===== config.mk =====
export PLATFORM = sky130hd
export DESIGN_NAME = mem_align_flat
export DESIGN_NICKNAME = d
export VERILOG_FILES = /design/src/rtl/mem_align_if.sv /design/src/rtl/mem_align.sv /design/src/flat_wrapper.sv
export SDC_FILE = /design/constraint.sdc
export NUM_CORES = 1
export LEC_CHECK = 0
export ABC_CLOCK_PERIOD_IN_PS = 2650
export BUFFER_PORTS_ARGS = -buffer_cell sky130_fd_sc_hd__buf_4
export CORE_MARGIN = 8
export CORE_UTILIZATION = 52
export DETAILED_ROUTE_END_ITERATION = 6
export GPL_TIMING_DRIVEN = 0
export HOLD_SLACK_MARGIN = 0.12
export PLACE_DENSITY = 0.81
export SYNTH_ARGS = -nofsm -noshare
export SYNTH_HDL_FRONTEND = slang
export SYNTH_SLANG_ARGS = --single-unit

===== constraint.sdc =====
create_clock -name i_clk -period 2.65 [get_ports i_clk]
set_clock_uncertainty 0.15 [all_clocks]
set_input_delay 0.265 -clock i_clk [delete_from_list [all_inputs] [get_ports i_clk]]
set_output_delay 0.265 -clock i_clk [all_outputs]
set_load 0.01 [all_outputs]

===== src/rtl/mem_align_if.sv =====
// Bus between the memory-stage pipeline/dmem side and the alignment unit.
// Signal names are written from the point of view of mem_align.
interface mem_align_if #(
    parameter int ADDR_WIDTH = 11
);
    logic                  i_valid;
    logic                  i_mem_read;
    logic                  i_mem_write;
    logic [2:0]            i_funct3;
    logic [31:0]           i_addr;
    logic [31:0]           i_wdata;
    logic [31:0]           i_rdata;
    logic                  o_ready;
    logic [ADDR_WIDTH-1:0] o_addr;
    logic [31:0]           o_wdata;
    logic                  o_we;
    logic [3:0]            o_mem_type;
    logic                  o_ld_valid;
    logic [31:0]           o_ld_data;
    logic                  o_illegal;

    modport master (
        output i_valid, i_mem_read, i_mem_write, i_funct3, i_addr, i_wdata, i_rdata,
        input  o_ready, o_addr, o_wdata, o_we, o_mem_type, o_ld_valid, o_ld_data, o_illegal
    );

    modport slave (
        input  i_valid, i_mem_read, i_mem_write, i_funct3, i_addr, i_wdata, i_rdata,
        output o_ready, o_addr, o_wdata, o_we, o_mem_type, o_ld_valid, o_ld_data, o_illegal
    );
endinterface


===== src/rtl/mem_align.sv =====
// Load/store alignment unit in front of dmem: byte lanes, lane rotation,
// splitting of misaligned accesses into two word accesses, load merge/extend.
//
//   state  | meaning
//   -------+-------------------------------------------------------------
//   IDLE   | accepting requests; access driven straight from the inputs
//   SECOND | driving the registered second half of a misaligned access
module mem_align #(
    parameter int DEPTH      = 2048,
    parameter int ADDR_WIDTH = $clog2(DEPTH),
    parameter int DATA_WIDTH = 32
) (
    input  logic       i_clk,
    input  logic       i_reset_n,
    mem_align_if.slave bus
);
    localparam logic [ADDR_WIDTH-1:0] LAST_WORD = ADDR_WIDTH'(DEPTH - 1);

    typedef enum logic {
        IDLE   = 1'b0,
        SECOND = 1'b1
    } state_t;

    state_t state_q, state_d;

    function automatic logic [DATA_WIDTH-1:0] rotl_bytes(input logic [DATA_WIDTH-1:0] d,
                                                         input logic [1:0] n);
        case (n)
            2'd0:    rotl_bytes = d;
            2'd1:    rotl_bytes = {d[23:0], d[31:24]};
            2'd2:    rotl_bytes = {d[15:0], d[31:16]};
            default: rotl_bytes = {d[7:0],  d[31:8]};
        endcase
    endfunction

    function automatic logic [DATA_WIDTH-1:0] rotr_bytes(input logic [DATA_WIDTH-1:0] d,
                                                         input logic [1:0] n);
        case (n)
            2'd0:    rotr_bytes = d;
            2'd1:    rotr_bytes = {d[7:0],  d[31:8]};
            2'd2:    rotr_bytes = {d[15:0], d[31:16]};
            default: rotr_bytes = {d[23:0], d[31:24]};
        endcase
    endfunction

    logic [1:0]            off;
    logic [ADDR_WIDTH-1:0] word;
    logic [ADDR_WIDTH-1:0] word_next;
    logic [3:0]            base_mask;
    logic [7:0]            lane_m;
    logic [DATA_WIDTH-1:0] wdata_rot;
    logic                  req;
    logic                  is_wr;
    logic                  illegal;
    logic                  legal_req;
    logic                  split;

    // Second-access and load-return registers
    logic [ADDR_WIDTH-1:0] sec_addr_q;
    logic [3:0]            sec_mask_q;
    logic [DATA_WIDTH-1:0] sec_wdata_q;
    logic                  sec_we_q;
    logic                  sec_ld_q;
    logic [1:0]            ld_off_q;
    logic [2:0]            ld_funct3_q;
    logic                  ld_valid_q;
    logic                  illegal_q;
    logic [DATA_WIDTH-1:0] acc_q;

    logic [DATA_WIDTH-1:0] merged;
    logic [DATA_WIDTH-1:0] aligned_ld;
    logic [DATA_WIDTH-1:0] ext;

    // Address bits above the memory are ignored by design
    logic unused_addr_bits;
    assign unused_addr_bits = ^bus.i_addr[31:ADDR_WIDTH+2];

    assign off       = bus.i_addr[1:0];
    assign word      = bus.i_addr[ADDR_WIDTH+1:2];
    assign word_next = (word == LAST_WORD) ? '0 : word + ADDR_WIDTH'(1);
    assign is_wr     = bus.i_mem_write;
    assign wdata_rot = rotl_bytes(bus.i_wdata, off);
    assign lane_m    = {4'b0000, base_mask} << off;

    // Held in reset the bus must stay quiet even if the pipeline presents a request
    assign req       = bus.i_valid && i_reset_n && (state_q == IDLE)
                       && (bus.i_mem_read || bus.i_mem_write);
    assign illegal   = (bus.i_funct3 == 3'b011) || (bus.i_funct3[2:1] == 2'b11)
                       || (is_wr && bus.i_funct3[2]);
    assign legal_req = req && !illegal;
    assign split     = legal_req && (lane_m[7:4] != 4'b0000);

    assign bus.o_ready    = (state_q == IDLE);
    assign bus.o_ld_valid = ld_valid_q;
    assign bus.o_illegal  = illegal_q;

    // Size-based lane mask before shifting by the byte offset
    always_comb begin
        base_mask = 4'b1111;
        case (bus.i_funct3[1:0])
            2'b00:   base_mask = 4'b0001;
            2'b01:   base_mask = 4'b0011;
            default: base_mask = 4'b1111;
        endcase
    end

    // Next state and dmem access: first half from inputs, second half from registers
    always_comb begin
        state_d        = state_q;
        bus.o_addr     = '0;
        bus.o_mem_type = 4'b0000;
        bus.o_wdata    = '0;
        bus.o_we       = 1'b0;
        case (state_q)
            IDLE: begin
                if (legal_req) begin
                    bus.o_addr     = word;
                    bus.o_mem_type = lane_m[3:0];
                    bus.o_wdata    = wdata_rot;
                    bus.o_we       = is_wr;
                    if (split) begin
                        state_d = SECOND;
                    end
                end
            end
            SECOND: begin
                bus.o_addr     = sec_addr_q;
                bus.o_mem_type = sec_mask_q;
                bus.o_wdata    = sec_wdata_q;
                bus.o_we       = sec_we_q;
                state_d        = IDLE;
            end
            default: state_d = IDLE;
        endcase
    end

    // State register, split bookkeeping and load-return tracking
    always_ff @(posedge i_clk or negedge i_reset_n) begin
        if (!i_reset_n) begin
            state_q     <= IDLE;
            sec_addr_q  <= '0;
            sec_mask_q  <= 4'b0000;
            sec_wdata_q <= '0;
            sec_we_q    <= 1'b0;
            sec_ld_q    <= 1'b0;
            ld_off_q    <= 2'b00;
            ld_funct3_q <= 3'b000;
            ld_valid_q  <= 1'b0;
            illegal_q   <= 1'b0;
            acc_q       <= '0;
        end else begin
            state_q <= state_d;
            if (split) begin
                sec_addr_q  <= word_next;
                sec_mask_q  <= lane_m[7:4];
                sec_wdata_q <= wdata_rot;
                sec_we_q    <= is_wr;
                sec_ld_q    <= !is_wr;
            end
            if (legal_req && !is_wr) begin
                ld_off_q    <= off;
                ld_funct3_q <= bus.i_funct3;
            end
            ld_valid_q <= (legal_req && !is_wr && !split)
                          || ((state_q == SECOND) && sec_ld_q);
            illegal_q  <= req && illegal;
            // During SECOND the first half's read data is returning; hold it for the merge
            acc_q      <= (state_q == SECOND) ? bus.i_rdata : '0;
        end
    end

    // Merge both halves, rotate back to LSB-justified, then extend
    always_comb begin
        merged     = acc_q | bus.i_rdata;
        aligned_ld = rotr_bytes(merged, ld_off_q);
        ext        = aligned_ld;
        case (ld_funct3_q)
            3'b000:  ext = {{24{aligned_ld[7]}},  aligned_ld[7:0]};
            3'b001:  ext = {{16{aligned_ld[15]}}, aligned_ld[15:0]};
            3'b100:  ext = {24'h000000, aligned_ld[7:0]};
            3'b101:  ext = {16'h0000,   aligned_ld[15:0]};
            default: ext = aligned_ld;
        endcase
        bus.o_ld_data = ld_valid_q ? ext : '0;
    end
endmodule


===== src/flat_wrapper.sv =====
// flat-port wrapper written by rule: the top's interface ports become plain ports
module mem_align_flat 
#(
    parameter int DEPTH      = 2048,
    parameter int ADDR_WIDTH = $clog2(DEPTH),
    parameter int DATA_WIDTH = 32
)
  (i_clk, i_reset_n, bus_i_valid, bus_i_mem_read, bus_i_mem_write, bus_i_funct3, bus_i_addr, bus_i_wdata, bus_i_rdata, bus_o_ready, bus_o_addr, bus_o_wdata, bus_o_we, bus_o_mem_type, bus_o_ld_valid, bus_o_ld_data, bus_o_illegal);
  mem_align_if #(.ADDR_WIDTH(ADDR_WIDTH)) bus_i ();
  input  logic i_clk;
  input  logic i_reset_n;
  input wire logic [$bits(bus_i.i_valid)-1:0] bus_i_valid;
  input wire logic [$bits(bus_i.i_mem_read)-1:0] bus_i_mem_read;
  input wire logic [$bits(bus_i.i_mem_write)-1:0] bus_i_mem_write;
  input wire logic [$bits(bus_i.i_funct3)-1:0] bus_i_funct3;
  input wire logic [$bits(bus_i.i_addr)-1:0] bus_i_addr;
  input wire logic [$bits(bus_i.i_wdata)-1:0] bus_i_wdata;
  input wire logic [$bits(bus_i.i_rdata)-1:0] bus_i_rdata;
  output wire logic [$bits(bus_i.o_ready)-1:0] bus_o_ready;
  output wire logic [$bits(bus_i.o_addr)-1:0] bus_o_addr;
  output wire logic [$bits(bus_i.o_wdata)-1:0] bus_o_wdata;
  output wire logic [$bits(bus_i.o_we)-1:0] bus_o_we;
  output wire logic [$bits(bus_i.o_mem_type)-1:0] bus_o_mem_type;
  output wire logic [$bits(bus_i.o_ld_valid)-1:0] bus_o_ld_valid;
  output wire logic [$bits(bus_i.o_ld_data)-1:0] bus_o_ld_data;
  output wire logic [$bits(bus_i.o_illegal)-1:0] bus_o_illegal;
  assign bus_i.i_valid = bus_i_valid;
  assign bus_i.i_mem_read = bus_i_mem_read;
  assign bus_i.i_mem_write = bus_i_mem_write;
  assign bus_i.i_funct3 = bus_i_funct3;
  assign bus_i.i_addr = bus_i_addr;
  assign bus_i.i_wdata = bus_i_wdata;
  assign bus_i.i_rdata = bus_i_rdata;
  assign bus_o_ready = bus_i.o_ready;
  assign bus_o_addr = bus_i.o_addr;
  assign bus_o_wdata = bus_i.o_wdata;
  assign bus_o_we = bus_i.o_we;
  assign bus_o_mem_type = bus_i.o_mem_type;
  assign bus_o_ld_valid = bus_i.o_ld_valid;
  assign bus_o_ld_data = bus_i.o_ld_data;
  assign bus_o_illegal = bus_i.o_illegal;
  mem_align #(.DEPTH(DEPTH), .ADDR_WIDTH(ADDR_WIDTH), .DATA_WIDTH(DATA_WIDTH)) u_core (.i_clk(i_clk), .i_reset_n(i_reset_n), .bus(bus_i));
endmodule

# After elaboration in Yosys (flattened, before gate mapping)

Cells that the tools add are included.

Word-level logic and storage cells: 66
Output and inout bits: 83
Register bits after elaboration: 89
Bits of input ports: 104

Shift-type cells: 1
Reductions and logical operators: 22
Bitwise logic cells: 2
Equal/unequal tests: 11
$add $sub $neg: 1
Multiplexer cells: 18

Operators by type and width:

| kind                                                | number |
|---|---|
| one-hot mux 32 bit (3 select lines)                 | 2 |
| one-hot mux 32 bit (4 select lines)                 | 1 |
| two-way mux 32 bit                                  | 3 |
| one-hot mux 32 bit (2 select lines)                 | 1 |
| bitwise OR 32 bit                                   | 1 |
| two-way mux 11 bit                                  | 2 |
| one-hot mux 11 bit (2 select lines)                 | 1 |
| one-hot mux 4 bit (2 select lines)                  | 2 |
| adder 11 x 1 -> 11 bit, second input constant       | 1 |
| equality test 11 bit, second input constant         | 1 |
| logical AND 1 bit                                   | 10 |
| << shifter 4 x 2 -> 8 bit                           | 1 |
| equality test 2 x 1 -> 1 bit, second input constant | 3 |
| equality test 2 bit, second input constant          | 3 |
| equality test 3 bit, second input constant          | 2 |
| logical NOT 2 bit                                   | 3 |
| logical OR 1 bit                                    | 4 |
| two-way mux 4 bit                                   | 1 |
| one-hot mux 1 bit (2 select lines)                  | 2 |
| nonzero test 4 bit                                  | 1 |
| equality test 3 x 1 -> 1 bit, second input constant | 1 |
| equality test 3 x 2 -> 1 bit, second input constant | 1 |
| logical NOT 1 bit                                   | 3 |
| logical NOT 3 bit                                   | 1 |
| 2 further kinds                                     | 4 |

# Logic depth before layout (Yosys ltp)

Word-level depth: 9
Gate-level depth with buffers: 8
Gate-level depth less buffers: 5

# Worst setup path after synthesis

OpenSTA, ideal clock, no wires.

Path type: reg-to-output
Start point: register u_core.ld_off_q[0]
End point: output bus_o_ld_data[16]
Required time: 2.235 ns
Slack: 0.467 ns
Arrival: 1.768 ns
Cell stages (with the launch flop): 6
Buffers on the path: 3
Cells stage by stage: dfrtp_1 -> buf_2 -> buf_2 -> buf_2 -> mux4_2 -> a211oi_1

Cells in the longest elaborated chain, start to end: 4
Elaborated cells on any way between the ends: 6
Classes of those cells: eq/ne (2); mux (3); reduce/logical (1)

RTL lines:

| what                                              | line               | text |
|---|---|---|
| start, declared                                   | mem_align.sv:64    | `logic [1:0] ld_off_q;` |
| start signal, assigned                            | mem_align.sv:146   | `ld_off_q <= 2'b00;` |
| start signal, assigned                            | mem_align.sv:161   | `ld_off_q <= off;` |
| equality test 2 bit, or another cell as far along | mem_align.sv:38    | `case (n)` |
| one-hot mux 32 bit (3 select lines) *             | mem_align.sv:38    |  |
| one-hot mux 32 bit (4 select lines) *             | mem_align.sv:177   | `case (ld_funct3_q)` |
| two-way mux 32 bit *                              | mem_align.sv:184   | `bus.o_ld_data = ld_valid_q ? ext : '0;` |
| end, declared                                     | flat_wrapper.sv:25 | `output wire logic [$bits(bus_i.o_ld_data)-1:0] bus_o_ld_data;` |

Every way passes the cells marked *; elsewhere a longest branch is shown, timed or not.

# Worst setup path in the final report

Start point: register u_core.acc_q[7]
End point: output bus_o_ld_data[27]

Cells in the longest elaborated chain, start to end: 4

RTL lines:

| what                                | line             | text |
|---|---|---|
| start, declared                     | mem_align.sv:68  | `logic [DATA_WIDTH-1:0] acc_q;` |
| start signal, assigned              | mem_align.sv:168 | `acc_q <= (state_q == SECOND) ? bus.i_rdata : '0;` |
| bitwise OR 32 bit                   | mem_align.sv:174 | `merged = acc_q \| bus.i_rdata;` |
| one-hot mux 32 bit (3 select lines) | mem_align.sv:38  |  |
| one-hot mux 32 bit (4 select lines) | mem_align.sv:177 |  |
| two-way mux 32 bit                  | mem_align.sv:184 |  |

No other way between the ends.

==> results list <==
- Crit path launch type: flip-flop
- Max_cap viols: 0
- Number of flops mapped to enable cells by yosys: 0
* Worst Path Class, Setup: flip-flop to output port
- Summed over all layers, the routed wires come to 18.4 mm.
- Die outline height: 123 um
- Headroom to the max-slew limit came out at 0.530.
* Post-layout min period: 2.74 ns
* Half-perimeter wire length after placement: 13.7 mm
- At the end of the flow the core is filled with cells to 0.726.
- The congestion estimate from routability-driven global placement came to 0.891.
- A synthesized cell averages 11.8 sq um.
* Post-place instance area: 7310 sq um
* Number of distinct library cell variants in the gate-level netlist after synthesis: 42
- The die is 123 um wide.
- The design draws 0.00464 W.
- Of the available clock period, the critical path in the final layout requires 1.03.
- In the routed layout, each cell is associated on average with a via count of 6.19.
- 187 I/O pins were placed.
- The final-report max-slew violation count was 0.
* Final setup viols: 16
- For this configuration, the core starts out at a cell density of 0.526.
- In this run the power density over the cells is 570 nW/um^2.
* Iteration-0 DRC count of the detailed router: 535
* Count of yosys warnings during synthesis: 0
- Area fraction of the dominant cell type after synthesis: 0.373
* Maximum count of clock buffers along a single path: 2
* Maximum operating frequency: 366 MHz
- During placement, the flow inserted port buffers numbering 164.
* Number of buffers inserted for hold repair after clock tree synthesis: 39
* Library cell occupying the most area in the post-synthesis netlist: sky130_fd_sc_hd__dfrtp_1
- For this run, the post-layout net count is 824.
- The run finished, with violations left.
* Final hold viol count: 88
- Top cells by area, synth: sky130_fd_sc_hd__dfrtp_1, sky130_fd_sc_hd__mux4_2, sky130_fd_sc_hd__mux2_1
* Total congestion overflow: 0
- Clock buffer count from CTS: 9
* Area of the core: 11200 sq um
- The first detailed-routing pass ran for 5 iterations.
- After synthesis, the share of flip-flops with an asynchronous set or reset is 1.00.
- Cell Area, Synth: 5900 sq um
- Compared with the post-synthesis result, the final layout area differs by 38.1%.
- Reg area: 2200 sq um
* Summed negative setup slack over all endpoints: -1.07 ns
- Share of final-layout standard cells stronger than drive strength 1: 0.398
- Register-to-Register Setup Slack: 0.29 ns
- CTS clk-pin slew, worst paths: 0.06 ns
- The detailed router placed 5365 vias in this run.
- Data arrival time of the critical path: 2.32 ns
- The first global-routing pass estimated 29.3 mm of wire.
* Root buffer cell: sky130_fd_sc_hd__clkbuf_16
- For this run, the register share of the synthesized area comes to 0.373.
- Unrepaired setup endpoints after global routing: yes
- Final hold slack: -0.245 ns
* Source-to-sink clock delay at the later pin of the worst-skew pair: 0.33 ns
* Number of global-route vias before repair: 5635
- Count of nets left with antenna violations after detail routing: 0
- STA classifies the critical path endpoint as an output port.
- Count of state elements after synthesis: 88
- Kind of path behind the tightest hold check: input pin to asynchronous set/reset pin
- Clock tree from TritonCTS: yes
- Routed wire per std cell: 21.2 um
- Counting every instance in the synthesized netlist gives 500.
* Slew of the pin with the lowest slew margin: 0.705 ns
- In the routed design, unresolved DRC markers number 0.
- Static Leakage: 3.60 nW
- The checks that failed: negative hold slack, negative setup slack.
- Total die area: 15000 sq um
- Initial antenna violation count: 0
- Summing all multi-input logic gate instances after layout gives 3470 sq um.
* Fillers: 772
* Commonest cells after routing, fill and taps aside: sky130_fd_sc_hd__buf_4, sky130_fd_sc_hd__dfrtp_1, sky130_fd_sc_hd__mux4_2
- Critical Path RT: 2.24 ns
* Maximum fanout along the worst path: 5
- Design Area, Final: 8150 sq um
- Overall Global Routing Usage: 0.245
- Counting every net in the synthesized netlist gives 605.
- VDD sags by at most 0.000367 V.
- Final setup slack of the worst path: -0.0859 ns
- TritonCTS Sinks: 88
- The H-tree generated during clock tree synthesis spans 3 levels.
- The repair_antennas step left the layout with diodes totalling 0.
* Most used flip-flop cell after synthesis: sky130_fd_sc_hd__dfrtp_1
- Entering global routing, the biggest net connects 90 pins.
* # rows: 39
- Leaving out fill and tap cells, the most frequent cell in the layout is sky130_fd_sc_hd__buf_4.
==> worst paths after layout <==
kind                       depth (start not counted)                                 end                              from
setup / recovery                                   7                   bus_o_ld_data[27]         u_core.acc_q[7]$_DFF_PN0_
hold / removal                                     1           u_core.acc_q[5]$_DFF_PN0_                         i_reset_n
setup reg to reg                                   8  u_core.sec_wdata_q[12]$_DFFE_PN0N_          u_core.state_q$_DFF_PN0_
hold reg to reg                                    1    u_core.sec_mask_q[0]$_DFFE_PN0N_  u_core.sec_mask_q[0]$_DFFE_PN0N_
max in group asynchronous                          1  u_core.sec_wdata_q[27]$_DFFE_PN0N_                         i_reset_n
min in group i_clk                                 3    u_core.sec_addr_q[6]$_DFFE_PN0N_                     bus_i_addr[8]
==> cell families after synthesis <==
| group | synth area share |
|---|---|
| compound gates | 0.157 |
| xor+xnor | 0.0134 |
| fa+ha+maj | 0.00212 |
| buf+inv | 0.0432 |
| flops | 0.373 |
| mux | 0.296 |
| simple gates | 0.116 |
==> final cells by class <==
cell class                      count  share of cell area
Inverter                            5             0.00261
Multi-Input combinational cell    359               0.426
Buffer                             47              0.0329
Tap cell                          143              0.0220
Timing Repair Buffer              209               0.211
Clock inverter                      5             0.00706
Clock buffer                       11              0.0286
Sequential cell                    88               0.270
==> Yosys cell counts (all sizes together) (4+ instances only) <==
library cell	n
a22o	45
nor2	54
mux2	42
xor2	5
xnor2	4
nand2	8
o21ai	8
o31ai	19
mux4	54
a211oi	19
nand3	6
nor3	20
dfrtp	88
buf	20
and2	34
clkbuf	28
or2	5
mux2i	5
a21oi	11
inv	5
o21a	9
==> metal layers <==
layer | global-route usage | routed length (um) | part of all wire
met1 | 0.318 | 7340 | 0.40
met2 | 0.402 | 8850 | 0.48
met3 | 0.0607 | 1850 | 0.10
met4 | 0.0701 | 324 | 0.018
met5 | 0 | 0 | 0
==> power breakdown <==
part           switching, W  internal [W]  leakage, nW
sequential         0.000149       0.00160         1.13
clock              0.000518      0.000730        0.132
combinational      0.000795      0.000853         2.34
==> worst max-delay path: stages, from the launching register on <==
cell and delay (ns):
sky130_fd_sc_hd__dfrtp_1 0.36, sky130_fd_sc_hd__or2_4 0.24, sky130_fd_sc_hd__mux4_2 0.53, sky130_fd_sc_hd__a221oi_4 0.34, sky130_fd_sc_hd__buf_12 0.16, sky130_fd_sc_hd__buf_8 0.11, sky130_fd_sc_hd__a211oi_1 0.05, sky130_fd_sc_hd__buf_4 0.19
==> sequential cells by signal, summed over array words and instances (netlist names) <==
register and count:
u_core.acc_q 32, u_core.ld_funct3_q 3, u_core.sec_ld_q 1, u_core.bus.o_illegal 1, u_core.sec_wdata_q 32, u_core.ld_off_q 2
u_core.sec_we_q 1, u_core.bus.o_ld_valid 1, u_core.sec_mask_q 3, u_core.state_q 1, u_core.sec_addr_q 11
==> per-stage QoR <==
step | worst slack [ns] | cells
after floorplan | 0.467 | 500
after global placement | -0.679 | 807
after detailed placement | -0.689 | 807
after CTS | -0.101 | 864
after global routing | -0.153 | 867
final | -0.0859 | 867
==> repair_timing <==
| action | 4_1_cts | 5_1_grt |
|---|---|---|
| pin swaps | 1 | 2 |
| gates cloned | 0 | 1 |
| setup buffers | 3 | 2 |
| setup endpoints to repair | 105 | 39 |
| hold endpoints to repair | 129 | 88 |
| resized for setup | 18 | 19 |
No activity file was read; power rests on OpenSTA's default activity.
